## config.mk

```make
export PLATFORM = sky130hd
export DESIGN_NAME = cr_ob_frame_mon
export DESIGN_NICKNAME = d
export VERILOG_FILES = /design/src/rtl/cr_ob_frame_mon_pkg.sv /design/src/rtl/cr_axis_skid_buf.sv /design/src/rtl/cr_ob_frame_mon.sv
export SDC_FILE = /design/constraint.sdc
export NUM_CORES = 1
export LEC_CHECK = 0
export BUFFER_PORTS_ARGS = -buffer_cell sky130_fd_sc_hd__buf_2
export CAP_MARGIN = 20
export CORE_MARGIN = 8
export CORE_UTILIZATION = 50
export CTS_BUF_LIST = sky130_fd_sc_hd__clkbuf_4 sky130_fd_sc_hd__clkbuf_8
export DETAILED_ROUTE_END_ITERATION = 10
export GPL_TIMING_DRIVEN = 0
export HOLD_SLACK_MARGIN = 0.1
export PLACE_DENSITY = 0.74
export SLEW_MARGIN = 10
export SYNTH_ARGS = -nofsm -noshare
export SYNTH_HDL_FRONTEND = slang
export SYNTH_SLANG_ARGS = --single-unit
export TNS_END_PERCENT = 50
```

## constraint.sdc

```tcl
create_clock -name clk -period 5.08 [get_ports clk]
set_clock_uncertainty 0.15 [all_clocks]
set_input_delay 0.254 -clock clk [delete_from_list [all_inputs] [get_ports clk]]
set_output_delay 0.254 -clock clk [all_outputs]
set_load 0.03 [all_outputs]
```

## src/rtl/cr_ob_frame_mon_pkg.sv

```systemverilog
// Shared types and helpers for the cr_ob_frame_mon outbound stream monitor.
// Stats counters are built only when CR_OB_FRAME_MON_STATS_EN is defined.
package cr_ob_frame_mon_pkg;

  localparam logic [1:0] TUSER_SOT = 2'b01;
  localparam logic [1:0] TUSER_EOT = 2'b10;
  localparam logic [1:0] TUSER_MID = 2'b11;

  localparam logic [7:0] FT_CQE   = 8'h09;
  localparam logic [7:0] FT_STATS = 8'h08;

  localparam int MAX_STRB_W = 128;

  typedef enum logic {
    ST_IDLE,
    ST_IN_FRAME
  } fsm_state_e;

  typedef enum logic [2:0] {
    ERR_NONE         = 3'd0,
    ERR_SOT_IN_FRAME = 3'd1,
    ERR_NO_SOT       = 3'd2,
    ERR_TLAST        = 3'd3,
    ERR_STRB         = 3'd4,
    ERR_BYTES_SAT    = 3'd5
  } err_code_e;

  function automatic logic [15:0] popcount(
    input logic [MAX_STRB_W-1:0] v
  );
    logic [15:0] c;
    c = '0;
    for (int i = 0; i < MAX_STRB_W; i++) begin
      c = c + 16'(v[i]);
    end
    return c;
  endfunction

  // Legal strobe: non-zero, low bits contiguous (2^n - 1)
  function automatic logic strb_contig(
    input logic [MAX_STRB_W-1:0] v
  );
    logic [MAX_STRB_W-1:0] vp1;
    vp1 = v + 1'b1;
    return (v != '0) && ((v & vp1) == '0);
  endfunction

endpackage

```

## src/rtl/cr_axis_skid_buf.sv

```systemverilog
// Two-entry register slice; ready depends only on its own occupancy.
// Output payload comes straight from the storage flops.
module cr_axis_skid_buf #(
  parameter int W = 8
) (
  input  logic         clk,
  input  logic         rst,
  input  logic         s_valid,
  output logic         s_ready,
  input  logic [W-1:0] s_data,
  output logic         m_valid,
  input  logic         m_ready,
  output logic [W-1:0] m_data
);

  logic [W-1:0] mem_q [2];
  logic [W-1:0] mem_d [2];
  logic         wr_ptr_q, wr_ptr_d;
  logic         rd_ptr_q, rd_ptr_d;
  logic [1:0]   cnt_q, cnt_d;
  logic         rdy_q, rdy_d;
  logic         push, pop;

  assign push    = s_valid & rdy_q;
  assign pop     = (cnt_q != 2'd0) & m_ready;
  assign s_ready = rdy_q;
  assign m_valid = (cnt_q != 2'd0);
  assign m_data  = mem_q[rd_ptr_q];

  always_comb begin
    mem_d    = mem_q;
    wr_ptr_d = wr_ptr_q;
    rd_ptr_d = rd_ptr_q;
    if (push) begin
      mem_d[wr_ptr_q] = s_data;
      wr_ptr_d        = ~wr_ptr_q;
    end
    if (pop) begin
      rd_ptr_d = ~rd_ptr_q;
    end
    cnt_d = cnt_q + {1'b0, push} - {1'b0, pop};
    rdy_d = (cnt_d != 2'd2);
  end

  always_ff @(posedge clk) begin
    if (rst) begin
      mem_q[0] <= '0;
      mem_q[1] <= '0;
      wr_ptr_q <= 1'b0;
      rd_ptr_q <= 1'b0;
      cnt_q    <= 2'd0;
      rdy_q    <= 1'b0;
    end else begin
      mem_q    <= mem_d;
      wr_ptr_q <= wr_ptr_d;
      rd_ptr_q <= rd_ptr_d;
      cnt_q    <= cnt_d;
      rdy_q    <= rdy_d;
    end
  end

endmodule

```

## src/rtl/cr_ob_frame_mon.sv

```systemverilog
// Outbound AXI-stream monitor: skid slice, SoT/EoT framing, error checks.
// Define CR_OB_FRAME_MON_STATS_EN to build the saturating stats counters.
module cr_ob_frame_mon
  import cr_ob_frame_mon_pkg::*;
#(
  parameter int DATA_W = 64,
  parameter int STRB_W = DATA_W / 8,
  parameter int USER_W = 8,
  parameter int TID_W  = 1,
  parameter int CNT_W  = 32
) (
  input  logic              clk,
  input  logic              rst,
  input  logic              s_tvalid,
  output logic              s_tready,
  input  logic [DATA_W-1:0] s_tdata,
  input  logic [STRB_W-1:0] s_tstrb,
  input  logic [USER_W-1:0] s_tuser,
  input  logic [TID_W-1:0]  s_tid,
  input  logic              s_tlast,
  output logic              m_tvalid,
  input  logic              m_tready,
  output logic [DATA_W-1:0] m_tdata,
  output logic [STRB_W-1:0] m_tstrb,
  output logic [USER_W-1:0] m_tuser,
  output logic [TID_W-1:0]  m_tid,
  output logic              m_tlast,
  output logic              frame_done,
  output logic [7:0]        frame_type,
  output logic [15:0]       frame_bytes,
  output logic              err_pulse,
  output logic [2:0]        err_code,
  input  logic              clr_cnt,
  output logic [CNT_W-1:0]  cnt_frames,
  output logic [CNT_W-1:0]  cnt_bytes,
  output logic [CNT_W-1:0]  cnt_errors
);

  localparam int SKID_W = DATA_W + STRB_W + USER_W + TID_W + 1;

  logic [SKID_W-1:0] skid_m_data;

  cr_axis_skid_buf #(
    .W (SKID_W)
  ) u_skid (
    .clk     (clk),
    .rst     (rst),
    .s_valid (s_tvalid),
    .s_ready (s_tready),
    .s_data  ({s_tdata, s_tstrb, s_tuser, s_tid, s_tlast}),
    .m_valid (m_tvalid),
    .m_ready (m_tready),
    .m_data  (skid_m_data)
  );

  assign {m_tdata, m_tstrb, m_tuser, m_tid, m_tlast} = skid_m_data;

  fsm_state_e state_q, state_d;
  logic [7:0]  type_q, type_d;
  logic [15:0] acc_q, acc_d;
  logic        sat_q, sat_d;
  logic        frame_done_q, frame_done_d;
  logic [7:0]  frame_type_q, frame_type_d;
  logic [15:0] frame_bytes_q, frame_bytes_d;
  logic        err_pulse_q, err_pulse_d;
  err_code_e   err_code_q, err_code_d;
  logic        cnt_beat;

  logic                  acc;
  logic [MAX_STRB_W-1:0] strb_ext;
  logic [15:0]           beat_bytes;
  logic [16:0]           sum;
  logic [15:0]           sum_sat;
  logic                  is_sot, is_eot, in_frame;
  logic                  e1, e2, e3, e4, e5;

  assign acc        = s_tvalid & s_tready;
  assign strb_ext   = MAX_STRB_W'(s_tstrb);
  assign beat_bytes = popcount(strb_ext);
  assign sum        = {1'b0, acc_q} + {1'b0, beat_bytes};
  assign sum_sat    = sum[16] ? 16'hFFFF : sum[15:0];
  assign is_sot     = (s_tuser[1:0] == TUSER_SOT);
  assign is_eot     = (s_tuser[1:0] == TUSER_EOT);
  assign in_frame   = (state_q == ST_IN_FRAME);

  assign e1 = is_sot & in_frame;
  assign e2 = !is_sot & !in_frame;
  assign e3 = s_tlast != (is_eot & in_frame & (type_q == FT_CQE));
  assign e4 = !strb_contig(strb_ext);
  assign e5 = !is_sot & in_frame & sum[16] & !sat_q;

  always_comb begin
    state_d       = state_q;
    type_d        = type_q;
    acc_d         = acc_q;
    sat_d         = sat_q;
    frame_done_d  = 1'b0;
    frame_type_d  = frame_type_q;
    frame_bytes_d = frame_bytes_q;
    err_pulse_d   = 1'b0;
    err_code_d    = err_code_q;
    cnt_beat      = 1'b0;
    if (acc) begin
      unique case (state_q)
        ST_IDLE: begin
          if (is_sot) begin
            state_d  = ST_IN_FRAME;
            type_d   = s_tdata[7:0];
            acc_d    = beat_bytes;
            sat_d    = 1'b0;
            cnt_beat = 1'b1;
          end
        end
        ST_IN_FRAME: begin
          cnt_beat = 1'b1;
          if (is_sot) begin
            frame_done_d  = 1'b1;
            frame_type_d  = type_q;
            frame_bytes_d = acc_q;
            type_d        = s_tdata[7:0];
            acc_d         = beat_bytes;
            sat_d         = 1'b0;
          end else begin
            acc_d = sum_sat;
            sat_d = sat_q | sum[16];
            if (is_eot) begin
              frame_done_d  = 1'b1;
              frame_type_d  = type_q;
              frame_bytes_d = sum_sat;
              state_d       = ST_IDLE;
            end
          end
        end
        default: state_d = ST_IDLE;
      endcase
      // Several checks can hit one beat; the lowest code is reported
      err_pulse_d = e1 | e2 | e3 | e4 | e5;
      if (e1)      err_code_d = ERR_SOT_IN_FRAME;
      else if (e2) err_code_d = ERR_NO_SOT;
      else if (e3) err_code_d = ERR_TLAST;
      else if (e4) err_code_d = ERR_STRB;
      else if (e5) err_code_d = ERR_BYTES_SAT;
    end
  end

  always_ff @(posedge clk) begin
    if (rst) begin
      state_q       <= ST_IDLE;
      type_q        <= '0;
      acc_q         <= '0;
      sat_q         <= 1'b0;
      frame_done_q  <= 1'b0;
      frame_type_q  <= '0;
      frame_bytes_q <= '0;
      err_pulse_q   <= 1'b0;
      err_code_q    <= ERR_NONE;
    end else begin
      state_q       <= state_d;
      type_q        <= type_d;
      acc_q         <= acc_d;
      sat_q         <= sat_d;
      frame_done_q  <= frame_done_d;
      frame_type_q  <= frame_type_d;
      frame_bytes_q <= frame_bytes_d;
      err_pulse_q   <= err_pulse_d;
      err_code_q    <= err_code_d;
    end
  end

  assign frame_done  = frame_done_q;
  assign frame_type  = frame_type_q;
  assign frame_bytes = frame_bytes_q;
  assign err_pulse   = err_pulse_q;
  assign err_code    = err_code_q;

`ifdef CR_OB_FRAME_MON_STATS_EN
  localparam int SW = CNT_W + 17;

  logic [CNT_W-1:0] cnt_frames_q, cnt_frames_d;
  logic [CNT_W-1:0] cnt_bytes_q, cnt_bytes_d;
  logic [CNT_W-1:0] cnt_errors_q, cnt_errors_d;
  logic [SW-1:0]    bsum;

  assign bsum = SW'(cnt_bytes_q) + SW'(beat_bytes);

  always_comb begin
    cnt_frames_d = cnt_frames_q;
    cnt_bytes_d  = cnt_bytes_q;
    cnt_errors_d = cnt_errors_q;
    if (clr_cnt) begin
      cnt_frames_d = '0;
      cnt_bytes_d  = '0;
      cnt_errors_d = '0;
    end else begin
      if (frame_done_d && (cnt_frames_q != '1)) begin
        cnt_frames_d = cnt_frames_q + 1'b1;
      end
      if (err_pulse_d && (cnt_errors_q != '1)) begin
        cnt_errors_d = cnt_errors_q + 1'b1;
      end
      if (cnt_beat) begin
        cnt_bytes_d = (bsum > SW'({CNT_W{1'b1}})) ?
                      '1 : bsum[CNT_W-1:0];
      end
    end
  end

  always_ff @(posedge clk) begin
    if (rst) begin
      cnt_frames_q <= '0;
      cnt_bytes_q  <= '0;
      cnt_errors_q <= '0;
    end else begin
      cnt_frames_q <= cnt_frames_d;
      cnt_bytes_q  <= cnt_bytes_d;
      cnt_errors_q <= cnt_errors_d;
    end
  end

  assign cnt_frames = cnt_frames_q;
  assign cnt_bytes  = cnt_bytes_q;
  assign cnt_errors = cnt_errors_q;
`else
  logic unused_stats;
  assign unused_stats = clr_cnt ^ cnt_beat;
  assign cnt_frames   = '0;
  assign cnt_bytes    = '0;
  assign cnt_errors   = '0;
`endif

endmodule
```

After elaboration in Yosys (flattened, before gate mapping)
Cells that the tools add are included.

storage, ports and cells
  word-level logic and storage cells = 102
  input bits = 87
  flip-flop bits (word level) = 224

operators by class
  add/sub/neg operators = 11
  reductions and logical operators = 16
  order comparisons = 3
  multiplexer cells = 29
  bitwise operators = 21
  eq/ne operators = 7

operators with widths
  operator                                                   count
  2-to-1 mux 82 bit                                          4
  bitwise mux 164 bit                                        1
  zero test 128 bit                                          1
  nonzero test 128 bit                                       1
  demux 82 bit (select 1 bit)                                1
  2-to-1 mux 16 bit                                          5
  case mux 16 bit (2 select lines)                           1
  2-to-1 mux 8 bit                                           3
  adder 16 x 8 -> 17 bit                                     1
  2-to-1 mux 3 bit                                           5
  adder 8 x 1 -> 9 bit (second input constant)               1
  bitwise AND 1 bit                                          9
  bitwise AND 8 x 9 -> 9 bit                                 1
  adder 7 x 1 -> 8 bit                                       1
  == test 8 x 4 -> 1 bit (second input constant)             1
  adder 6 x 1 -> 7 bit                                       1
  2-to-1 mux 1 bit                                           7
  adder 5 x 1 -> 6 bit                                       1
  AND reduction 2 bit                                        3
  adder 4 x 1 -> 5 bit                                       1
  != test 5 bit (second input constant)                      1
  bitwise OR 1 bit                                           5
  adder 3 x 1 -> 4 bit                                       1
  greater-or-equal comparator 2 bit (second input constant)  2
  18 further kinds                                           29

Logic depth before layout (Yosys ltp)
Gate-level depths: netlist of the first run.

  depth after elaboration = 15
  depth in mapped cells = 16
  mapped depth without buffers = 15

By module
Synthesis of the first run repeated with hierarchy kept, for this count alone.

second synthesis, totals
  cell total of the unflattened synthesis = 1304
  area, all modules = 10560.1 sq um

modules (own cells, without submodules)
  module            area an instance (sq um)  times used  cells an instance
  cr_axis_skid_buf  6841.6                    1           825
  cr_ob_frame_mon   3718.6                    1           479

Worst setup path after synthesis of the first run
OpenSTA, ideal clock, no wires.

  path kind = input -> register
  start = in s_tstrb[0]
  end = reg frame_bytes_q[8] (netlist: frame_bytes[8])
  arrival time = 4.181 ns
  stages on the path = 14
  path slack = 0.632 ns
  cell sequence = inv_1 > fa_1 > fa_1 > fa_1 > inv_1 > ha_1 > inv_1 > fa_1 > fa_1 > nand2b_1 > a211oi_4 > and3_1 > mux2_2 > a22o_1

on the way
  cells in the longest elaborated chain, start to end = 11

RTL lines
  item                    line                       RTL
  start: declaration      cr_ob_frame_mon.sv:17      input logic [STRB_W-1:0] s_tstrb,
  adder 1 x 1 -> 2 bit    cr_ob_frame_mon_pkg.sv:34  c = c + 16'(v[i]);
  adder 2 x 1 -> 3 bit    cr_ob_frame_mon_pkg.sv:34
  adder 3 x 1 -> 4 bit    cr_ob_frame_mon_pkg.sv:34
  adder 4 x 1 -> 5 bit    cr_ob_frame_mon_pkg.sv:34
  adder 5 x 1 -> 6 bit    cr_ob_frame_mon_pkg.sv:34
  adder 6 x 1 -> 7 bit    cr_ob_frame_mon_pkg.sv:34
  adder 7 x 1 -> 8 bit    cr_ob_frame_mon_pkg.sv:34
  adder 16 x 8 -> 17 bit  cr_ob_frame_mon.sv:80      assign sum = {1'b0, acc_q} + {1'b0, beat_bytes};
  2-to-1 mux 16 bit       cr_ob_frame_mon.sv:81      assign sum_sat = sum[16] ? 16'hFFFF : sum[15:0];
  2-to-1 mux 16 bit       cr_ob_frame_mon.sv:126     if (is_eot) begin
  2-to-1 mux 16 bit       cr_ob_frame_mon.sv:116     if (is_sot) begin
  end signal: assignment  cr_ob_frame_mon.sv:164     frame_bytes_q <= frame_bytes_d;
  end: declaration        cr_ob_frame_mon.sv:64      logic [15:0] frame_bytes_q, frame_bytes_d;

Every way passes these cells. The select of a mux whose other input is x is not followed.
A chain may end at the register's enable or synchronous reset.

Final worst setup path of the first run
  start = in s_tstrb[0]
  end = reg acc_q[13]

on the way
  cells in the longest elaborated chain, start to end = 11

RTL lines
  item                              line                       RTL
  adder 1 x 1 -> 2 bit              cr_ob_frame_mon_pkg.sv:34
  adder 2 x 1 -> 3 bit              cr_ob_frame_mon_pkg.sv:34
  adder 3 x 1 -> 4 bit              cr_ob_frame_mon_pkg.sv:34
  adder 4 x 1 -> 5 bit              cr_ob_frame_mon_pkg.sv:34
  adder 5 x 1 -> 6 bit              cr_ob_frame_mon_pkg.sv:34
  adder 6 x 1 -> 7 bit              cr_ob_frame_mon_pkg.sv:34
  adder 7 x 1 -> 8 bit              cr_ob_frame_mon_pkg.sv:34
  adder 16 x 8 -> 17 bit            cr_ob_frame_mon.sv:80
  2-to-1 mux 16 bit                 cr_ob_frame_mon.sv:81
  2-to-1 mux 16 bit                 cr_ob_frame_mon.sv:116
  case mux 16 bit (2 select lines)  cr_ob_frame_mon.sv:104     unique case (state_q)
  end signal: assignment            cr_ob_frame_mon.sv:150     acc_q <= '0;
  end signal: assignment            cr_ob_frame_mon.sv:160     acc_q <= acc_d;
  end: declaration                  cr_ob_frame_mon.sv:60      logic [15:0] acc_q, acc_d;

Every way passes these cells.

==> out/qor.csv, run 1 <==
metric,value,unit
cell accounting for the most synthesized area,dfxtp_1,
DRT Wirelength,32670,um
post-CTS setup buffer count,0,
post-synth top area share,0.4228,
core outline area,0.02096,sq mm
kind of critical path,input pin to flop,
TritonCTS buffer count,37,
Max Transition Viols Final,0,
first-pass GRT wire length,51650,um
synth top area cells,"dfxtp_1 (42%), nand2_1 (14%), a21oi_1 (10%)",
vias in the first global route,10050,
Max H-tree Level,2,
Crit Path Max Fanout,8,
Routability Congestion,0.9101,
filler cell count,1735,
Final Cycle Share,0.9839,
Skew-Pair Late Insertion Delay,540,ps
Worst Path Required,5370,ps
fin area,0.01397,sq mm
CTS tree,built,
GRT met1 Usage,0.2901,
area of the multi-input gates,0.005325,sq mm
die width,161.6,um
WL per Instance,16.18,um
HP Class,flop to flop,
clk slew on worst S/H paths,60,ps
antenna cells,0,
min cycle time layout,4998,ps
FP Rows,53,
routing usage on met3,0.06236,
synth warn,0,
sequential area share after synthesis,0.4228,
Syn Inst Count,1302,
hold slack,296.2,ps
initial antenna violation count,0,
Port Buf Inserts,197,
final setup fails,0,
Slew HR,0.3360,
clock sinks,224,
leakage power,0.006063,uW
largest net degree at the start of global routing,12,
initial cell density of the core,0.5061,
Tot GR Track Use,0.2405,
detail-routed via count per cell,5.071,
layout cells sized above 1,0.2718,
Clock Root Buffer,clkbuf_8,
"Cell Area, Placed",0.01229,sq mm
Post-synth ARST share,0,
RSZ-0062 raised after global routing,yes,
# IOs,296,
critical path arrival,5280,ps
Die Area,0.02613,sq mm
Mean Syn Cell Area,8.146,sq um
Seq. cell area,0.004484,sq mm
Seq cells post-synth,224,
busiest grt layer,met2,
outcome,completed,
max_cap viols,0,
nets,1827,
Worst VDD drop,0.2216,mV
Clock Path Buffers,3,
Final Hold Viols,0,
crit start category,input pin,
via count,10240,
grt met2 use,0.3969,
1st-iter DRT viols,628,
CP endpoint kind,flop,
Die Height,161.6,um
P&R area growth vs syn,31.70,%
Cell Pwr Density,368.0,mW/mm^2
final worst slack,81.94,ps
TNS Setup,0,ps
Worst Max-Slew Pin Slew,992.3,ps
Remaining DRCs,0,
pre-CTS setup slack,153.7,ps
"EDFF count, synth",0,
"antenna viol nets, final",0,
Initial DRT Pass Iterations,5,
Mapped Area,0.01061,sq mm
most frequent cell after synthesis,nand2_1,
synth unique cells,74,
Max Clk Rate,0.2001,GHz
GRT overflow,0,
DP Wirelength,23210,um
most frequent cells after synthesis,"nand2_1 (389), dfxtp_1 (224), a21oi_1 (211)",
ys flop type,dfxtp_1,
## through the flow
stage | cells | utilization | total power, uW
finish | 2019 | 0.6666 | 5140
global route | 2019 | 0.6666 | 5387
CTS | 2019 | 0.6656 | 5149
detailed placement | 1869 | 0.5866 | 3403
global placement | 1869 | 0.5866 | 3381
floorplan | 1397 | - | 3020
## layer usage
layer / vias to the layer above / share of wire
met5: - / 0
met1: 4674 / 0.41
li1: 5018 / -
met4: 0 / 0.037
met2: 472 / 0.46
met3: 74 / 0.089
## final timing paths
path,startpoint,endpoint,slack [ps],cells past startpoint
worst max register to register,acc_q[0],acc_q[13],2280,8
worst min-delay path,frame_bytes[0],frame_bytes[0],300,2
worst min register to register,frame_bytes[0],frame_bytes[0],300,2
worst max-delay path,s_tstrb[0],acc_q[13],80,16
## logic make-up after synthesis
group	synth area share
compound gates	0.1548
xor+xnor	0.006606
fa+ha+maj	0.02949
buf+inv	0.1107
flops	0.4228
mux	0.09107
other cells	0.0003536
simple gates	0.1843
## final cells by class
type | instances | area share
multi-input cells | 967 | 0.3812
clock buffers | 60 | 0.05330
inverters | 28 | 0.007524
plain buffers | 178 | 0.07650
well taps | 275 | 0.02463
flip-flops and latches | 224 | 0.3210
clock inverters | 5 | 0.004300
repair buffers | 282 | 0.1315
## flip-flops by register name (all words and copies together), names as in the netlist, 2 cells and up
signal	cells
err_code	3
u_skid.cnt_q	2
acc_q	16
type_q	8
u_skid.mem_q	164
frame_bytes	16
frame_type	8
## power breakdown
part           switching, uW  total [uW]  internal, uW
Combinational            955        1480           521
Clock                    718        1700           982
Sequential              71.9        1960          1890
## cells in the final DEF (no fill, tap or decap), types with 3 or more instances in the layout
cell type,n
dlygate4sd3_1,85
clkbuf_4,13
conb_1,96
clkbuf_8,47
nand4_1,5
nand3_1,5
a21oi_1,211
nand2_1,389
dfxtp_1,224
buf_2,205
o221ai_1,8
a211oi_1,14
or3_1,4
nor2_1,24
inv_1,26
ha_1,17
o21bai_1,3
buf_6,3
nor3_1,6
o21ai_0,18
nand2b_1,5
mux2_2,84
fa_1,5
clkbuf_1,69
xnor2_1,6
and3_1,5
buf_4,98
## repair_timing
item,in CTS,in global routing
resized for setup,0,4
endpoints found under the setup margin,0,11
endpoints found under the hold margin,186,0
hold buffers,85,0
## critical path: stages
cell and delay, ps:
dlygate4sd3_1 520, buf_2 160, inv_1 100, fa_1 580, fa_1 440, fa_1 500
inv_1 40, ha_1 180, inv_1 70, fa_1 460, fa_1 440, nand2b_1 240
a211oi_4 480, nand2_1 280, a31o_2 290, a211oi_1 230
Note: power is estimated with default switching activity, not from simulation.
==> run 2: changes to the inputs <==
CTS_BUF_LIST = default   (was sky130_fd_sc_hd__clkbuf_4 sky130_fd_sc_hd__clkbuf_8)
SLEW_MARGIN = 40   (was 10)
clock period = 4.7 ns   (was 5.08 ns; I/O delays follow)
==> run 2 against run 1 <==
Cell count decreased by 1.0%. First-iteration DRC count increased by 9.1%. Clock power increased by 11%. Die area unchanged. Clock-buffer cell count decreased by 26. Power increased by 9.3%. Sequential power increased by 9%. Highest routed layer unchanged.
==> out/qor.csv, run 2 (synthesis results as in run 1) <==
metric,value,unit
TritonCTS buffer count,24,
min cycle time layout,4432,ps
Die Height,161.6,um
# hold bufs at CTS,85,
Worst Path Required,5000,ps
Crit Path Max Fanout,6,
fin cells,1998,
Biggest register,u_skid.mem_q,
Inst Count DP,1869,
CTS tree,built,
most frequent cells in the layout,"nand2_1 (389), dfxtp_1 (224), a21oi_1 (211)",
# IOs,296,
leakage power,0.006022,uW
filler cell count,1752,
Tot GR Track Use,0.2456,
kind of critical path,input pin to flop,
Die Area,0.02613,sq mm
Worst VDD drop,0.2732,mV
HP Class,input pin to flop,
Resized cells post-CTS,0,
Final Hold Viols,0,
initial antenna violation count,1,
CP endpoint kind,flop,
nets,1814,
clock sinks,224,
Slew HR,0.4890,
Critical path origin,s_tstrb[5],
Skew-Pair Late Insertion Delay,530,ps
Max H-tree Level,1,
DRT Wirelength,33520,um
RR Startpoint,acc_q[0],
"antenna viol nets, final",0,
Port Buf Inserts,197,
pre-CTS setup slack,-219.6,ps
1st-iter DRT viols,685,
"Cell Area, Placed",0.01230,sq mm
die width,161.6,um
initial cell density of the core,0.5061,
Max Clk Rate,0.2256,GHz
layout cells sized above 1,0.2578,
Final Cycle Share,0.9430,
end of the critical path,frame_bytes[0],
final setup fails,0,
Clock Path Buffers,3,
Remaining DRCs,0,
reg-to-reg endpoint,frame_bytes[0],
fin area,0.01393,sq mm
GRT overflow,0,
DP Wirelength,23240,um
Max Transition Viols Final,0,
WL per Instance,16.78,um
outcome,completed,
final worst slack,268.1,ps
Seq. cell area,0.004484,sq mm
Clock Root Buffer,clkbuf_16,
area of the multi-input gates,0.005308,sq mm
RSZ-0062 raised after global routing,no,
max reg flops,164,
via count,10190,
Worst Max-Slew Pin Slew,766.5,ps
clk slew on worst S/H paths,70,ps
P&R area growth vs syn,31.37,%
FP Rows,53,
core outline area,0.02096,sq mm
crit start category,input pin,
max_cap viols,0,
first-pass GRT wire length,52940,um
Cell Pwr Density,403.1,mW/mm^2
vias in the first global route,10170,
Finished Core Util,0.6649,
Initial DRT Pass Iterations,5,
worst reg2reg path depth,8,
largest net degree at the start of global routing,14,
critical path arrival,4730,ps
"most common cell after layout, fill and taps aside",nand2_1,
FF-to-FF setup slack,1920,ps
post-CTS setup buffer count,0,
detail-routed via count per cell,5.101,
Routability Congestion,0.9101,
==> run 2: cell types whose count changed in the layout (fill, tap and decap cells not counted), sizes merged <==
cell,previous run,this run
inv,29,27
clkinv,3,8
clkbuf,129,103
bufinv,1,2
diode,0,1
==> run 2: area by class of cell <==
type / instances / area share
Antenna cell: 1 / 0.0001796
Buffer: 178 / 0.07669
Clock buffer: 34 / 0.04867
Clock inverter: 9 / 0.007633
Inverter: 28 / 0.007543
Multi-Input combinational cell: 967 / 0.3809
Sequential cell: 224 / 0.3218
Tap cell: 275 / 0.02469
Timing Repair Buffer: 282 / 0.1318
==> run 2: where the power goes <==
part	internal [uW]	switching, uW
registers	2050	80.7
logic	563	1040
clock network	1110	774
==> run 2: worst max-delay path, stage by stage <==
cell and delay (ps):
dlygate4sd3_1 540, buf_2 150, inv_1 70, fa_1 500, fa_1 490, inv_1 40, ha_1 180, inv_1 70
fa_1 460, fa_1 440, nand2b_1 240, a211o_1 340, o21ai_1 520, o221ai_1 260, a21oi_1 190
==> run 2: worst min path at each step <==
stage	end	from	cells after the start	slack (ps)
global placement	frame_bytes[11]	frame_bytes[11]	2	290
global route	frame_bytes[11]	frame_bytes[11]	2	310
detailed placement	frame_bytes[4]	frame_bytes[4]	2	290
floorplan	u_skid.mem_q[0]	s_tlast	2	220
CTS	err_code[0]	s_tstrb[3]	6	250
finish	err_code[0]	s_tstrb[3]	6	290
==> run 2: metal layers <==
layer | track usage | part of all wire | routed length (um)
met1 | 0.3014 | 0.41 | 13750
met2 | 0.4064 | 0.46 | 15580
met3 | 0.06312 | 0.088 | 2942
met4 | 0.09386 | 0.037 | 1251
met5 | 0 | 0 | 0
==> run 2: metrics by stage <==
step | hold slack (ps) | setup TNS (ps) | total power [uW]
CTS | 253.1 | 0 | 5612
global placement | 285.1 | -1095 | 3654
global route | 314.9 | 0 | 5877
detailed placement | 291.2 | -3349 | 3678
finish | 286.6 | 0 | 5616
floorplan | 221.0 | 0 | 3265
